==> src/rtl/cmp_pkg.sv <==
// Shared types and encodings for the sequential magnitude comparator.
//
// Contents:
//   state_e  - controller states (idle, walking slices, result presentation)
//   RES_*    - one-hot compare result encoding {gt, eq, lt}
//   cmp_res  - helper that builds a RES_* code from gt/lt flags
package cmp_pkg;

  typedef enum logic [1:0] {
    StIdle = 2'd0,
    StCmp  = 2'd1,
    StDone = 2'd2
  } state_e;

  localparam logic [2:0] RES_GT   = 3'b100;
  localparam logic [2:0] RES_EQ   = 3'b010;
  localparam logic [2:0] RES_LT   = 3'b001;
  localparam logic [2:0] RES_NONE = 3'b000;

  // gt and lt are never both set by callers; neither set means equal.
  function automatic logic [2:0] cmp_res(input logic gt, input logic lt);
    logic [2:0] res;
    res = RES_EQ;
    if (gt) begin
      res = RES_GT;
    end else if (lt) begin
      res = RES_LT;
    end
    return res;
  endfunction

endpackage

==> src/rtl/cmp2_slice.sv <==
// Purely combinational 2-bit magnitude compare slice.
//
// Ports:
//   a_i   [1:0] - operand A slice
//   b_i   [1:0] - operand B slice
//   res_o [2:0] - one-hot {gt, eq, lt} in RES_* encoding
module cmp2_slice
  import cmp_pkg::*;
(
  input  logic [1:0] a_i,
  input  logic [1:0] b_i,
  output logic [2:0] res_o
);

  always_comb begin
    res_o = cmp_res(a_i > b_i, a_i < b_i);
  end

endmodule

==> src/rtl/comparator_seq_ctrl.sv <==
// Sequential WIDTH-bit magnitude comparator. Operands are captured on an accepted start and
// walked MSB-first through a single 2-bit compare slice, one slice per clock. The first unequal
// slice decides the outcome; if no slice differs the operands are equal.
//
// Build option: define COMPARE_EARLY_EXIT_EN to leave the walk as soon as the first unequal
// slice is found. Results are identical either way; only the latency changes.
//
// Ports:
//   clk          - rising-edge clock
//   rst_n        - asynchronous active-low reset
//   start        - request, sampled only while idle
//   a, b [W-1:0] - operands, captured when start is accepted
//   busy         - high whenever the controller is not idle
//   done         - one-cycle pulse, result valid in the same cycle
//   result [2:0] - {a>b, a==b, a<b}; cleared on acceptance, held after done
module comparator_seq_ctrl
  import cmp_pkg::*;
#(
  parameter int unsigned WIDTH = 8
) (
  input  logic             clk,
  input  logic             rst_n,
  input  logic             start,
  input  logic [WIDTH-1:0] a,
  input  logic [WIDTH-1:0] b,
  output logic             busy,
  output logic             done,
  output logic [2:0]       result
);

  localparam int unsigned NSLICE = WIDTH / 2;
  localparam int unsigned IdxW   = (NSLICE > 1) ? $clog2(NSLICE) : 1;

`ifdef COMPARE_EARLY_EXIT_EN
  localparam bit EarlyExit = 1'b1;
`else
  localparam bit EarlyExit = 1'b0;
`endif

  if ((WIDTH < 2) || ((WIDTH % 2) != 0)) begin : g_bad_width
    $error("comparator_seq_ctrl: WIDTH must be even and >= 2");
  end

  state_e           state_q;
  logic [IdxW-1:0]  idx_q;
  logic [WIDTH-1:0] a_q;
  logic [WIDTH-1:0] b_q;
  logic [2:0]       pend_q;
  logic             decided_q;
  logic [2:0]       result_q;
  logic             done_q;

  logic [1:0]       sl_a;
  logic [1:0]       sl_b;
  logic [2:0]       slice_res;
  logic [2:0]       pend_d;
  logic             decided_d;
  logic [2:0]       final_res;
  logic             last_step;

  // Select the slice at idx; shifting keeps the mux width-agnostic.
  always_comb begin
    sl_a = 2'(a_q >> {idx_q, 1'b0});
    sl_b = 2'(b_q >> {idx_q, 1'b0});
  end

  cmp2_slice u_slice (
    .a_i   (sl_a),
    .b_i   (sl_b),
    .res_o (slice_res)
  );

  // Only the first unequal slice (MSB-first) may set the pending result.
  always_comb begin
    pend_d    = pend_q;
    decided_d = decided_q;
    if (!decided_q && (slice_res != RES_EQ)) begin
      pend_d    = slice_res;
      decided_d = 1'b1;
    end
    final_res = decided_d ? pend_d : RES_EQ;
    last_step = (idx_q == '0) || (EarlyExit && decided_d);
  end

  always_ff @(posedge clk or negedge rst_n) begin
    if (!rst_n) begin
      state_q   <= StIdle;
      idx_q     <= '0;
      a_q       <= '0;
      b_q       <= '0;
      pend_q    <= RES_NONE;
      decided_q <= 1'b0;
      result_q  <= RES_NONE;
      done_q    <= 1'b0;
    end else begin
      done_q <= 1'b0;
      case (state_q)
        StIdle: begin
          if (start) begin
            a_q       <= a;
            b_q       <= b;
            result_q  <= RES_NONE;
            pend_q    <= RES_NONE;
            decided_q <= 1'b0;
            idx_q     <= IdxW'(NSLICE - 1);
            state_q   <= StCmp;
          end
        end
        StCmp: begin
          pend_q    <= pend_d;
          decided_q <= decided_d;
          if (last_step) begin
            result_q <= final_res;
            done_q   <= 1'b1;
            state_q  <= StDone;
          end else begin
            idx_q <= idx_q - IdxW'(1);
          end
        end
        StDone: begin
          state_q <= StIdle;
        end
        default: begin
          state_q <= StIdle;
        end
      endcase
    end
  end

  assign busy   = (state_q != StIdle);
  assign done   = done_q;
  assign result = result_q;

endmodule

==> config.mk <==
export PLATFORM = sky130hd
export DESIGN_NAME = comparator_seq_ctrl
export DESIGN_NICKNAME = d
export VERILOG_FILES = /design/src/rtl/cmp_pkg.sv /design/src/rtl/cmp2_slice.sv /design/src/rtl/comparator_seq_ctrl.sv
export SDC_FILE = /design/constraint.sdc
export NUM_CORES = 1
export LEC_CHECK = 0
export ABC_CLOCK_PERIOD_IN_PS = 3200
export CAP_MARGIN = 20
export CORE_MARGIN = 2
export CORE_UTILIZATION = 45
export DETAILED_ROUTE_END_ITERATION = 7
export HOLD_SLACK_MARGIN = 0.03
export PLACE_DENSITY_LB_ADDON = 0.05
export SETUP_SLACK_MARGIN = 0.15
export SLEW_MARGIN = 25
export SYNTH_ARGS = -nofsm -noshare
export SYNTH_HDL_FRONTEND = slang
export SYNTH_HIERARCHICAL = 1
export SYNTH_SLANG_ARGS = --single-unit
==> constraint.sdc <==
create_clock -name clk -period 3.2 [get_ports clk]
set_clock_uncertainty 0.05 [all_clocks]
set_input_delay 0.64 -clock clk [delete_from_list [all_inputs] [get_ports clk]]
set_output_delay 0.64 -clock clk [all_outputs]
set_load 0.03 [all_outputs]
## Yosys cells after proc, flatten, opt, wreduce, memory -nomap -nowiden

Index checks and enable logic that the tools add are counted.

- Add/sub/neg operators: 1
- $lt $le $gt $ge: 2
- Eq/ne operators: 5
- Shift-type cells: 2
- Mux-type cells: 19
- Reductions and logical operators: 11

Operators with widths:

| operator | number |
|---|---|
| $shr 8x3->2 | 2 |
| $mux 3 | 5 |
| $pmux 3 s2 | 2 |
| $mux 2 | 5 |
| $pmux 2 s2 | 2 |
| $ne 2x2->1 const B | 3 |
| $reduce_and 2->1 | 3 |
| $reduce_and 3->1 | 2 |
| $logic_not 2->1 | 2 |
| $mux 1 | 4 |
| $reduce_bool 2->1 | 2 |
| $ne 3x2->1 const B | 1 |
| $eq 2x1->1 const B | 1 |
| $gt 2x2->1 | 1 |
| $lt 2x2->1 | 1 |
| $pmux 1 s2 | 1 |
| $sub 2x1->2 const B | 1 |
| $logic_and 1x1->1 | 1 |
| $logic_not 1->1 | 1 |

- Flip-flop bits (word level): 28
- Logic and storage cells: 48

## Logic depth before layout (Yosys ltp)

Gate-level depths: netlist of the first run.

- Depth in word-level cells: 10
- Depth in mapped cells: 9
- Gate-level depth less buffers: 8

## Hierarchy

The synthesis of the first run kept the hierarchy.

By module, submodules not included:

| module | times used | cells an instance | area an instance (µm²) | sequential area each (µm²) |
|---|---|---|---|---|
| comparator_seq_ctrl | 1 | 126 | 1280.0 | 700.7 |
| cmp2_slice | 1 | 10 | 65.1 | 0.0 |

## Worst setup path after synthesis of the first run

OpenSTA, ideal clock, no wires.

- Path kind: register to register
- From: register idx_q[0]
- To: register pend_q[0]
- Library setup time: 122 ps
- Data arrival time: 2035 ps
- Data required time: 3028 ps
- Path slack: 993 ps
- Cell stages (with the launch flop): 9
- Path buffers: 1
- Clock period less this slack: 2207 ps
- Path through: dfrtp_1 > buf_2 > mux4_2 > ha_1 > nand2_1 > a21boi_1 > nand2b_1 > nand2_1 > a32o_1

- Elaborated cells on any way between the ends: 10
- Those cells by class: 2 x order compare; 1 x eq/ne; 2 x shift; 4 x mux; 1 x reduce/logical

RTL lines:

| element | RTL line | RTL |
|---|---|---|
| start, declared | comparator_seq_ctrl.sv:45 | `logic [IdxW-1:0] idx_q;` |
| start signal, assigned | comparator_seq_ctrl.sv:105 | `idx_q <= IdxW'(NSLICE - 1);` |
| start signal, assigned | comparator_seq_ctrl.sv:117 | `idx_q <= idx_q - IdxW'(1);` |
| $shr 8x3->2 | comparator_seq_ctrl.sv:63 | `sl_a = 2'(a_q >> {idx_q, 1'b0});` |
| via sl_a[1] | comparator_seq_ctrl.sv:53 | `logic [1:0] sl_a;` |
| $gt 2x2->1 | cmp2_slice.sv:16 | `res_o = cmp_res(a_i > b_i, a_i < b_i);` |
| $mux 3 | cmp_pkg.sv:24 | `if (gt) begin` |
| via slice_res[2] | comparator_seq_ctrl.sv:55 | `logic [2:0] slice_res;` |
| $ne 3x2->1 | comparator_seq_ctrl.sv:77 | `if (!decided_q && (slice_res != RES_EQ)) begin` |
| $logic_and 1x1->1 | comparator_seq_ctrl.sv:77 |  |
| $mux 3 | comparator_seq_ctrl.sv:77 |  |
| $pmux 3 s2 | comparator_seq_ctrl.sv:97 | `case (state_q)` |
| end signal, assigned | comparator_seq_ctrl.sv:110 | `pend_q <= pend_d;` |
| end, declared | comparator_seq_ctrl.sv:48 | `logic [2:0] pend_q;` |

The timed path passes the listed nets, and every way through them passes these cells.
A chain may end at the register's enable or synchronous reset.

## Final worst setup path of the first run

- From: register state_q[1]
- To: output busy

- Cells in the longest elaborated chain, start to end: 1

Ends and longest elaborated chain:

| element | RTL line | RTL |
|---|---|---|
| start, declared | comparator_seq_ctrl.sv:44 | `state_e state_q;` |
| start signal, assigned | comparator_seq_ctrl.sv:87 | `state_q <= StIdle;` |
| start signal, assigned | comparator_seq_ctrl.sv:106 | `state_q <= StCmp;` |
| start signal, assigned | comparator_seq_ctrl.sv:115 | `state_q <= StDone;` |
| $reduce_bool 2->1 | comparator_seq_ctrl.sv:130 | `assign busy = (state_q != StIdle);` |
| end, declared | comparator_seq_ctrl.sv:26 | `output logic busy,` |

No other way between the ends.

==> run_results.csv, run 1 <==
group,metric,value,unit
outcome,status,"finished with violations",
outcome,violations,"design-rule violations",
clocking,setup_buffers_after_cts,0,
cells_and_area,nNetsFinal,183,
logic_synthesis,syn-instance-count,136,
place,place.gp.congestion,0.719,
cells_and_area,final_cell_mix,"nand2_1 (53), dfrtp_1 (28), clkdlybuf4s50_1 (23), inv_1 (7), o21ai_0 (5)",
critical_path,critPathRequiredTime,2.51,ns
clocking,ctsHoldBuffers,0,
logic_synthesis,synth_top_family_by_area,"simple AND/OR/NAND/NOR gates",
power_and_ir_drop,clock_power_share,10.7,%
power_and_ir_drop,irDropWorstVdd,0.000386,V
sta,finalSetupViolCount,0,
logic_synthesis,synth.avg_cell_area,9.89,um^2
critical_path,worst_path_max_delay_cell,"clkdlybuf4s50_1",
clocking,insertion_delay,0.33,ns
power_and_ir_drop,power_leakage,0.800,nW
routing,via_count_of_the_routed_design,975,
clocking,cts-root-buf,"clkbuf_4",
sta,rsz0062_at_grt,"no",
global_route,grt-ovfl-total,0,
logic_synthesis,synth_compound_area_share,7.16,%
cells_and_area,mostFrequentLayoutCell,"nand2_1",
sta,fin_tns_setup,0,ns
clocking,number_of_buffers_created_by_cts,3,
critical_path,worst-path-max-fanout,7,
hold_path,worstHoldStart,"b_q[4]$_DFFE_PN0P_",
logic_synthesis,synth-simple-area-share,23.9,%
critical_path,critPathLaunch,"state_q[1]$_DFFE_PN0P_",
clocking,cts.path.max_buffers,2,
routing,drt_first_pass_iters,7,
sta,final_max_slew_viol_count,0,
logic_synthesis,synth_top_flop_cell,"dfrtp_1",
die,rows,19,
critical_path,regToRegSetupSlack,0.81,ns
logic_synthesis,synth_seq_area_share,52.1,%
place,buffer_ports.inserted,23,
logic_synthesis,number_of_flops_mapped_to_enable_cells_by_yosys,0,
logic_synthesis,synth_fa_ha_area_share,2.79,%
logic_synthesis,total_nets_after_synthesis,158,
critical_path,slowest_delay,0.59,ns
routing,wl_met3,84,um
die,floorplan.io_pins,24,
place,place.detailed.hpwl,1.77,mm
global_route,first_pass_grt_wire_length,4.21,mm
sta,layout_worst_path_cycle_share,75.6,%
sta,finalHoldViolations,0,
sta,worst-slew-pin-transition,0.614,ns
sta,relSlewSlack,59.1,%
routing,routed-wl-met2,1.19,mm
routing,drt_iter0_markers,34,
critical_path,worstPathCellList,"or2_2, clkdlybuf4s50_1",
critical_path,startpoint_class,"flop",
cells_and_area,num_antenna_cells,0,
global_route,number_of_antenna_violations_at_the_first_check_in_global_routing,0,
cells_and_area,final_layout_size_suffix_gt1_share,8.75,%
clocking,post_cts_resized,0,
logic_synthesis,mappedNetlistArea,0.00135,mm^2
power_and_ir_drop,power.net_switching,0.683,mW
die,die_area,0.00344,mm^2
power_and_ir_drop,pwr-share-seq,38.0,%
power_and_ir_drop,combinationalPowerShare,51.2,%
global_route,groute.usage.overall,16.5,%
logic_synthesis,post_synth_xor_area_fraction,0,%
routing,detail_route.vias_per_cell,5.10,
die,coreArea,0.00281,mm^2
logic_synthesis,yosys_register_bits,28,
sta,min_period,2.42,ns
logic_synthesis,yosysWarnings,6,
logic_synthesis,synth.mux.area_fraction,9.86,%
critical_path,worst_ep_arrival_time,1.73,ns
place,standard_cell_area_after_detailed_placement,0.00160,mm^2
sta,fmaxAchievable,413,MHz
critical_path,cp-end-kind,"output pin",
sta,timing.hold.ws,0.445,ns
routing,drt_wl_total,2.37,mm
power_and_ir_drop,intPower,0.961,mW
routing,route.antenna.remaining_nets,0,
cells_and_area,flow.area_growth_from_synthesis,21.6,%
clocking,htree_levels,1,
routing,m1WireLength,1.05,mm
global_route,grt_pass1_vias,1004,
hold_path,min_path_type,"flop to flop",
die,chipWidth,58.7,um
logic_synthesis,netlist-cell-type-count,29,
power_and_ir_drop,power-per-cell-area,1000,mW/mm^2
routing,dr.max_layer_used,"met4",
die,overall_die_height,58.7,um
routing,wl_per_cell,12.4,um
clocking,clk_transition_reported_paths,0.15,ns
run,max_cap_violations,0,
critical_path,crit-reg2reg-launch,"idx_q[0]$_DFFE_PN0P_",
routing,drc_errors,2,
logic_synthesis,ys_async_sr_fraction,100,%
cells_and_area,postLayoutCoreUtil,58.3,%
global_route,grt_start_max_net_pins,29,
clocking,tritoncts,"done",
clocking,clock-sinks,28,
critical_path,critical_path_class,"flop to output pin",
die,effective_utilization_at_floorplan,47.9,%
power_and_ir_drop,switching_share,41.5,%
cells_and_area,fin_area,0.00164,mm^2
power groups by stage:
| stage | registers (mW) | logic [mW] | clock network, mW |
|---|---|---|---|
| 2_1_floorplan | 0.611 | 0.658 | 0 |
| 3_3_place_gp | 0.635 | 0.816 | 0 |
| 3_5_place_dp | 0.636 | 0.847 | 0 |
| 4_1_cts | 0.628 | 0.850 | 0.183 |
| 5_1_grt | 0.651 | 0.949 | 0.202 |
| 6_report | 0.625 | 0.842 | 0.176 |
Yosys cell counts, drive strengths merged (3+ instances only):
cell type  count  share of area (%)
inv            7                2.0
nand2b         3                1.4
dfrtp         28                 52
o21ai          5                1.9
nand2         53                 15
ha             3                2.8
buf            4                2.0
mux4           4                6.7
and2           3                1.4
nor2           4                1.1
nor3b          3                2.9
a21oi          3                1.4
per-stage QoR:
| step | setup slack [ns] | power [mW] | cells |
|---|---|---|---|
| 2_1_floorplan | 0.993 | 1.27 | 136 |
| 3_3_place_gp | 0.896 | 1.45 | 187 |
| 3_5_place_dp | 0.829 | 1.48 | 187 |
| 4_1_cts | 0.760 | 1.66 | 191 |
| 5_1_grt | 0.596 | 1.80 | 191 |
| 6_report | 0.780 | 1.64 | 191 |
layout make-up:
type / count / area, um^2
Clock buffer: 4 / 36.3
Inverter: 7 / 26.3
Multi-Input combinational cell: 96 / 588
Tap cell: 31 / 38.8
Sequential cell: 28 / 701
Timing Repair Buffer: 25 / 245
Fill cell: 273 / 1170
worst max-delay path, delay by kind of cell (launching register included):
| family | cells | cell delay [ns] |
|---|---|---|
| simple gates | 1 | 0.30 |
| flops | 1 | 0.50 |
| buf+inv | 1 | 0.59 |
registers in the layout (all words and copies together) (netlist names):
register	cells
a_q	8
decided_q	1
done	1
state_q	2
pend_q	3
result	3
idx_q	2
b_q	8
logic make-up after synthesis:
group,count (synthesis)
DFF,28
muxes,8
AOI/OAI and AO/OA,14
buffers and inverters,12
adders and majority gates,3
and+or+nand+nor,71
layer usage:
metal	up-vias	GRT usage [%]
met4	0	7.79
li1	491	-
met5	-	0
met2	26	30.0
met1	453	18.9
met3	5	2.64
worst paths after layout:
path                                         endpoint  cells past startpoint
max in group asynchronous          a_q[6]$_DFFE_PN0P_                      2
worst max register to register  pend_q[0]$_DFFE_PN0P_                      7
min in group asynchronous        idx_q[0]$_DFFE_PN0P_                      2
worst max-delay path                             busy                      2
worst min-delay path               b_q[4]$_DFFE_PN0P_                      2
worst min register to register     b_q[4]$_DFFE_PN0P_                      2
Power figures use the tool's default switching activity.
==> inputs of run 2 (changes only) <==
--- a/config.mk
+++ b/config.mk
@@ -5,7 +5,7 @@
 export SDC_FILE = /design/constraint.sdc
 export NUM_CORES = 1
 export LEC_CHECK = 0
-export ABC_CLOCK_PERIOD_IN_PS = 3200
+export ABC_CLOCK_PERIOD_IN_PS = 2000
 export CAP_MARGIN = 20
 export CORE_MARGIN = 2
 export CORE_UTILIZATION = 45
==> constraint.sdc (replaced) <==
create_clock -name clk -period 2 [get_ports clk]
set_clock_uncertainty 0.05 [all_clocks]
set_input_delay 0.4 -clock clk [delete_from_list [all_inputs] [get_ports clk]]
set_output_delay 0.4 -clock clk [all_outputs]
set_load 0.03 [all_outputs]
==> run_results.csv, run 2 (same netlist as run 1, synthesis figures left out) <==
group,metric,value,unit
die,coreArea,0.00281,mm^2
die,chipWidth,58.7,um
outcome,violations,"design-rule violations, negative setup slack",
cells_and_area,top_regs,"a_q x8, b_q x8",
routing,wl_met3,119,um
die,floorplan.io_pins,24,
cells_and_area,fin_area,0.00179,mm^2
place,placed_cells,193,
clocking,ctsHoldBuffers,0,
clocking,clk_transition_reported_paths,0.16,ns
cells_and_area,stdcell_count,198,
die,overall_die_height,58.7,um
cells_and_area,mostFrequentLayoutCell,"nand2_1",
clocking,number_of_buffers_created_by_cts,3,
routing,via_count_of_the_routed_design,1031,
cells_and_area,nNetsFinal,190,
power_and_ir_drop,power-per-cell-area,1940,mW/mm^2
hold_path,min_path_type,"input pin to asynchronous set/reset pin",
clocking,insertion_delay,0.33,ns
sta,relSlewSlack,69.7,%
routing,routed-wl-met2,1.30,mm
cells_and_area,nFillCells,244,
die,effective_utilization_at_floorplan,47.9,%
global_route,groute.usage.overall,17.8,%
run,max_cap_violations,0,
critical_path,worstPathCellList,"mux4_2, inv_2, ha_4, nand2_4, a21boi_4, nand2b_4, nand2_1, a32o_1",
sta,min_period,2.21,ns
critical_path,slowest_delay,0.54,ns
power_and_ir_drop,irDropWorstVdd,0.000812,V
routing,route.antenna.remaining_nets,0,
clocking,clock-sinks,28,
sta,final_max_slew_viol_count,0,
routing,drt_wl_total,2.61,mm
die,rows,19,
sta,fin_tns_setup,-0.966,ns
place,place.detailed.hpwl,2.01,mm
critical_path,worst-path-max-fanout,7,
routing,drt_iter0_markers,32,
clocking,tritoncts,"done",
global_route,grt_start_max_net_pins,29,
critical_path,critPathRequiredTime,2.19,ns
outcome,status,"finished with violations",
routing,drt_first_pass_iters,7,
global_route,number_of_antenna_violations_at_the_first_check_in_global_routing,0,
routing,detail_route.vias_per_cell,5.21,
place,place.gp.congestion,0.734,
clocking,htree_levels,1,
cells_and_area,num_antenna_cells,0,
place,standard_cell_area_after_detailed_placement,0.00172,mm^2
critical_path,worst_ep_arrival_time,2.40,ns
critical_path,startpoint_class,"flop",
sta,rsz0062_at_grt,"yes",
routing,dr.max_layer_used,"met4",
global_route,grt_pass1_vias,1023,
global_route,grt-ovfl-total,0,
sta,fmaxAchievable,452,MHz
routing,drc_errors,1,
routing,wl_per_cell,13.2,um
sta,layout_worst_path_cycle_share,111,%
die,die_area,0.00344,mm^2
critical_path,critical_path_class,"flop to flop",
sta,final.setup.worst_slack,-0.211,ns
sta,finalSetupViolCount,7,
routing,m1WireLength,1.18,mm
cells_and_area,flow.area_growth_from_synthesis,33.2,%
sta,finalHoldViolations,0,
cells_and_area,final_cell_mix,"nand2_1 (52), dfrtp_1 (27), clkdlybuf4s50_1 (19), buf_4 (8)",
critical_path,worst_path_max_delay_cell,"mux4_2",
power_and_ir_drop,power_leakage,0.909,nW
clocking,cts.path.max_buffers,2,
clocking,cts-root-buf,"clkbuf_4",
critical_path,cp-end-kind,"flop",
place,buffer_ports.inserted,23,
cells_and_area,final_layout_size_suffix_gt1_share,22.2,%
sta,worst-slew-pin-transition,0.454,ns
global_route,first_pass_grt_wire_length,4.60,mm
==> run 2: cell types whose count changed in the layout (fill, tap and decap cells not counted), moves of 3 or more <==
cell             before  now
clkdlybuf4s50_1      23   19
inv_2                 0    3
inv_1                 7    4
buf_4                 2    8
o21ai_0               5    2
==> run 2: worst max-delay path, delay by kind of cell (launching register included) <==
family	cells	cell delay (ns)
AOI/OAI and AO/OA	2	0.44
adders and majority gates	1	0.22
buffers and inverters	1	0.09
DFF	1	0.50
muxes	1	0.54
and+or+nand+nor	3	0.29
==> run 2: area by class of cell <==
type                            count  area, um^2  area share [%]
Tap cell                           31        38.8            2.16
Inverter                            7        26.3            1.47
Clock buffer                        3        22.5            1.26
Clock inverter                      1        30.0            1.68
Sequential cell                    28         702            39.2
Multi-Input combinational cell     96         672            37.5
Timing Repair Buffer               32         300            16.8
==> run 2: per-stage QoR <==
stage | util, % | worst slack [ns] | hold WS, ns | power [mW]
6_report | 63.9 | -0.211 | 0.376 | 3.48
5_1_grt | 63.9 | -0.292 | 0.372 | 3.79
4_1_cts | 63.7 | -0.216 | 0.380 | 3.48
3_5_place_dp | 61.5 | -0.293 | 0.412 | 3.04
3_3_place_gp | 61.5 | -0.234 | 0.412 | 2.97
2_1_floorplan | - | -0.0894 | 0.0544 | 2.61
==> run 2: layer usage <==
metal  up-vias  track usage, %
met1       490            25.0
met4         0            7.47
met5         -               0
met3         4            2.64
met2        27            27.8
li1        510               -
==> run 2: path summary, 6_finish.rpt <==
| path | slack, ns | from | endpoint | cells after the start |
|---|---|---|---|---|
| max | -0.21 | idx_q[0]$_DFFE_PN0P_ | pend_q[0]$_DFFE_PN0P_ | 8 |
| min | 0.38 | rst_n | pend_q[0]$_DFFE_PN0P_ | 2 |
| max reg2reg | -0.21 | idx_q[0]$_DFFE_PN0P_ | pend_q[0]$_DFFE_PN0P_ | 8 |
| min reg2reg | 0.44 | b_q[7]$_DFFE_PN0P_ | b_q[7]$_DFFE_PN0P_ | 2 |
| max in group asynchronous | 1.25 | rst_n | idx_q[0]$_DFFE_PN0P_ | 2 |
| min in group clk | 0.44 | b_q[7]$_DFFE_PN0P_ | b_q[7]$_DFFE_PN0P_ | 2 |
==> run 2: where the power goes <==
group	leakage, nW	internal [mW]	switching (mW)
clock network	0.0279	0.203	0.171
logic	0.531	1.08	1.04
registers	0.350	0.808	0.178
==> run 2: repair_timing <==
| action | CTS | global route |
|---|---|---|
| setup endpoints to repair | 9 | 10 |
| hold endpoints to repair | 0 | 0 |
| buffers inserted | 1 | 0 |
| cloned | 0 | 0 |
| gates resized for setup | 5 | 6 |
| pin swaps | 4 | 3 |
==> inputs of run 3 (changes only) <==
--- a/config.mk
+++ b/config.mk
@@ -8,8 +8,9 @@
 export ABC_CLOCK_PERIOD_IN_PS = 2000
 export CAP_MARGIN = 20
 export CORE_MARGIN = 2
-export CORE_UTILIZATION = 45
+export CORE_UTILIZATION = 35
 export DETAILED_ROUTE_END_ITERATION = 7
+export GPL_ROUTABILITY_DRIVEN = 0
 export HOLD_SLACK_MARGIN = 0.03
 export PLACE_DENSITY_LB_ADDON = 0.05
 export SETUP_SLACK_MARGIN = 0.15
==> run_results.csv, run 3 (same netlist as run 1, synthesis figures left out) <==
group,metric,value,unit
outcome,status,"finished with violations",
outcome,violations,"negative setup slack",
critical_path,worst-path-max-fanout,5,
clocking,number_of_buffers_created_by_cts,3,
clocking,insertion_delay,0.27,ns
sta,min_period,2.16,ns
power_and_ir_drop,power-per-cell-area,1950,mW/mm^2
sta,finalHoldViolations,0,
clocking,clk_transition_reported_paths,0.09,ns
critical_path,reg2regPathDepth,7,
sta,fmaxAchievable,462,MHz
die,overall_die_height,66.0,um
clocking,cts.path.max_buffers,2,
clocking,htree_levels,1,
critical_path,slowest_delay,0.55,ns
critical_path,startpoint_class,"flop",
sta,fin_tns_setup,-0.598,ns
routing,route.antenna.remaining_nets,0,
routing,drt_iter0_markers,49,
global_route,grt-ovfl-total,0,
place,place.detailed.hpwl,2.01,mm
sta,rsz0062_at_grt,"yes",
run,max_cap_violations,0,
routing,wl_per_cell,12.3,um
critical_path,worst_ep_arrival_time,2.28,ns
sta,final.setup.worst_slack,-0.163,ns
clocking,ctsHoldBuffers,0,
critical_path,critPathRequiredTime,2.11,ns
sta,layout_worst_path_cycle_share,108,%
cells_and_area,final_layout_size_suffix_gt1_share,23.8,%
cells_and_area,flow.area_growth_from_synthesis,35.6,%
routing,detail_route.vias_per_cell,4.68,
die,chipWidth,66.0,um
routing,via_count_of_the_routed_design,1010,
hold_path,min_path_type,"flop to flop",
routing,drt_wl_total,2.66,mm
die,effective_utilization_at_floorplan,36.5,%
clocking,cts-root-buf,"clkbuf_8",
clocking,clock-sinks,28,
cells_and_area,mostFrequentLayoutCell,"nand2_1",
global_route,first_pass_grt_wire_length,4.60,mm
die,die_area,0.00435,mm^2
critical_path,critical_path_class,"flop to flop",
die,rows,22,
sta,timing.hold.ws,0.431,ns
cells_and_area,final_cell_mix,"nand2_1 (51), dfrtp_1 (27), clkdlybuf4s50_1 (22), buf_4 (10)",
global_route,groute.usage.overall,13.6,%
sta,finalSetupViolCount,5,
critical_path,regToRegSetupSlack,-0.16,ns
global_route,grt_start_max_net_pins,29,
cells_and_area,top_regs,"a_q x8, b_q x8",
sta,final_max_slew_viol_count,0,
cells_and_area,nNetsFinal,192,
critical_path,worstPathCellList,"mux4_2, ha_4, nand2_4, a21boi_4, nand2b_4, nand2_2, a32o_1",
critical_path,cp-end-kind,"flop",
routing,drc_errors,0,
die,coreArea,0.00369,mm^2
power_and_ir_drop,irDropWorstVdd,0.000907,V
power_and_ir_drop,power_leakage,0.877,nW
die,floorplan.io_pins,24,
power_and_ir_drop,finalPower,3.56,mW
critical_path,worst_path_max_delay_cell,"mux4_2",
place,buffer_ports.inserted,23,
cells_and_area,num_antenna_cells,0,
sta,relSlewSlack,75.6,%
hold_path,worstHoldPathCells,2,
global_route,number_of_antenna_violations_at_the_first_check_in_global_routing,0,
clocking,tritoncts,"done",
sta,worst-slew-pin-transition,0.366,ns
routing,drt_first_pass_iters,4,
global_route,grt_pass1_vias,1053,
## run 3: changes by cell type in the layout (fill, tap and decap cells not counted), moves of 2 or more
cell             delta
clkbuf_8            +3
dlymetal6s2s_1      -2
buf_4               +2
clkbuf_4            -3
clkdlybuf4s50_1     +3
## run 3: stage by stage
stage | instances | utilization (%) | instance area, um^2 | setup WS, ns
after floorplan | 136 | - | 1430 | -0.0894
after global placement | 211 | 47.5 | 1750 | -0.202
after detailed placement | 211 | 47.5 | 1750 | -0.246
after CTS | 216 | 49.2 | 1810 | -0.172
after global routing | 216 | 49.5 | 1820 | -0.228
final | 216 | 49.5 | 1820 | -0.163
## run 3: critical path: cells and delay by family (launching register included)
| kind | cells | cell delay, ns |
|---|---|---|
| flip-flops | 1 | 0.45 |
| AND/OR/NAND/NOR | 3 | 0.28 |
| AO/OA/AOI/OAI | 2 | 0.44 |
| multiplexers | 1 | 0.55 |
| adder cells (fa/ha/maj) | 1 | 0.28 |
## run 3: worst paths after layout
| kind | startpoint | endpoint |
|---|---|---|
| worst max-delay path | idx_q[0]$_DFFE_PN0P_ | pend_q[0]$_DFFE_PN0P_ |
| worst min-delay path | b_q[7]$_DFFE_PN0P_ | b_q[7]$_DFFE_PN0P_ |
| worst max register to register | idx_q[0]$_DFFE_PN0P_ | pend_q[0]$_DFFE_PN0P_ |
| worst min register to register | b_q[7]$_DFFE_PN0P_ | b_q[7]$_DFFE_PN0P_ |
| max in group asynchronous | rst_n | idx_q[0]$_DFFE_PN0P_ |
| min in group asynchronous | rst_n | result[2]$_DFFE_PN0P_ |
## run 3: repair_timing
action | CTS | global route
pin swaps | 9 | 0
buffers inserted | 2 | 0
endpoints found under the hold margin | 0 | 0
resized for setup | 7 | 3
setup endpoints to repair | 8 | 8
## run 3: cell type report
| type | instances | area, um^2 |
|---|---|---|
| clock buffer | 3 | 41.3 |
| fill | 361 | 1860 |
| timing repair buffer | 34 | 315 |
| sequential | 28 | 702 |
| multi-input combinational | 96 | 679 |
| tap | 48 | 60.1 |
| inverter | 7 | 26.3 |
## run 3: where the power goes
part / switching [mW] / internal [mW] / total (mW)
sequential: 0.174 / 0.810 / 0.984
combinational: 1.07 / 1.21 / 2.27
clock: 0.171 / 0.135 / 0.306
## run 3: metal layers
metal | track usage (%) | vias up | share of wire [%]
met2 | 22.6 | 12 | 48
met5 | 0 | - | 0
met4 | 4.59 | 0 | 0.64
met1 | 18.3 | 485 | 49
met3 | 2.04 | 2 | 2.3
li1 | - | 511 | -
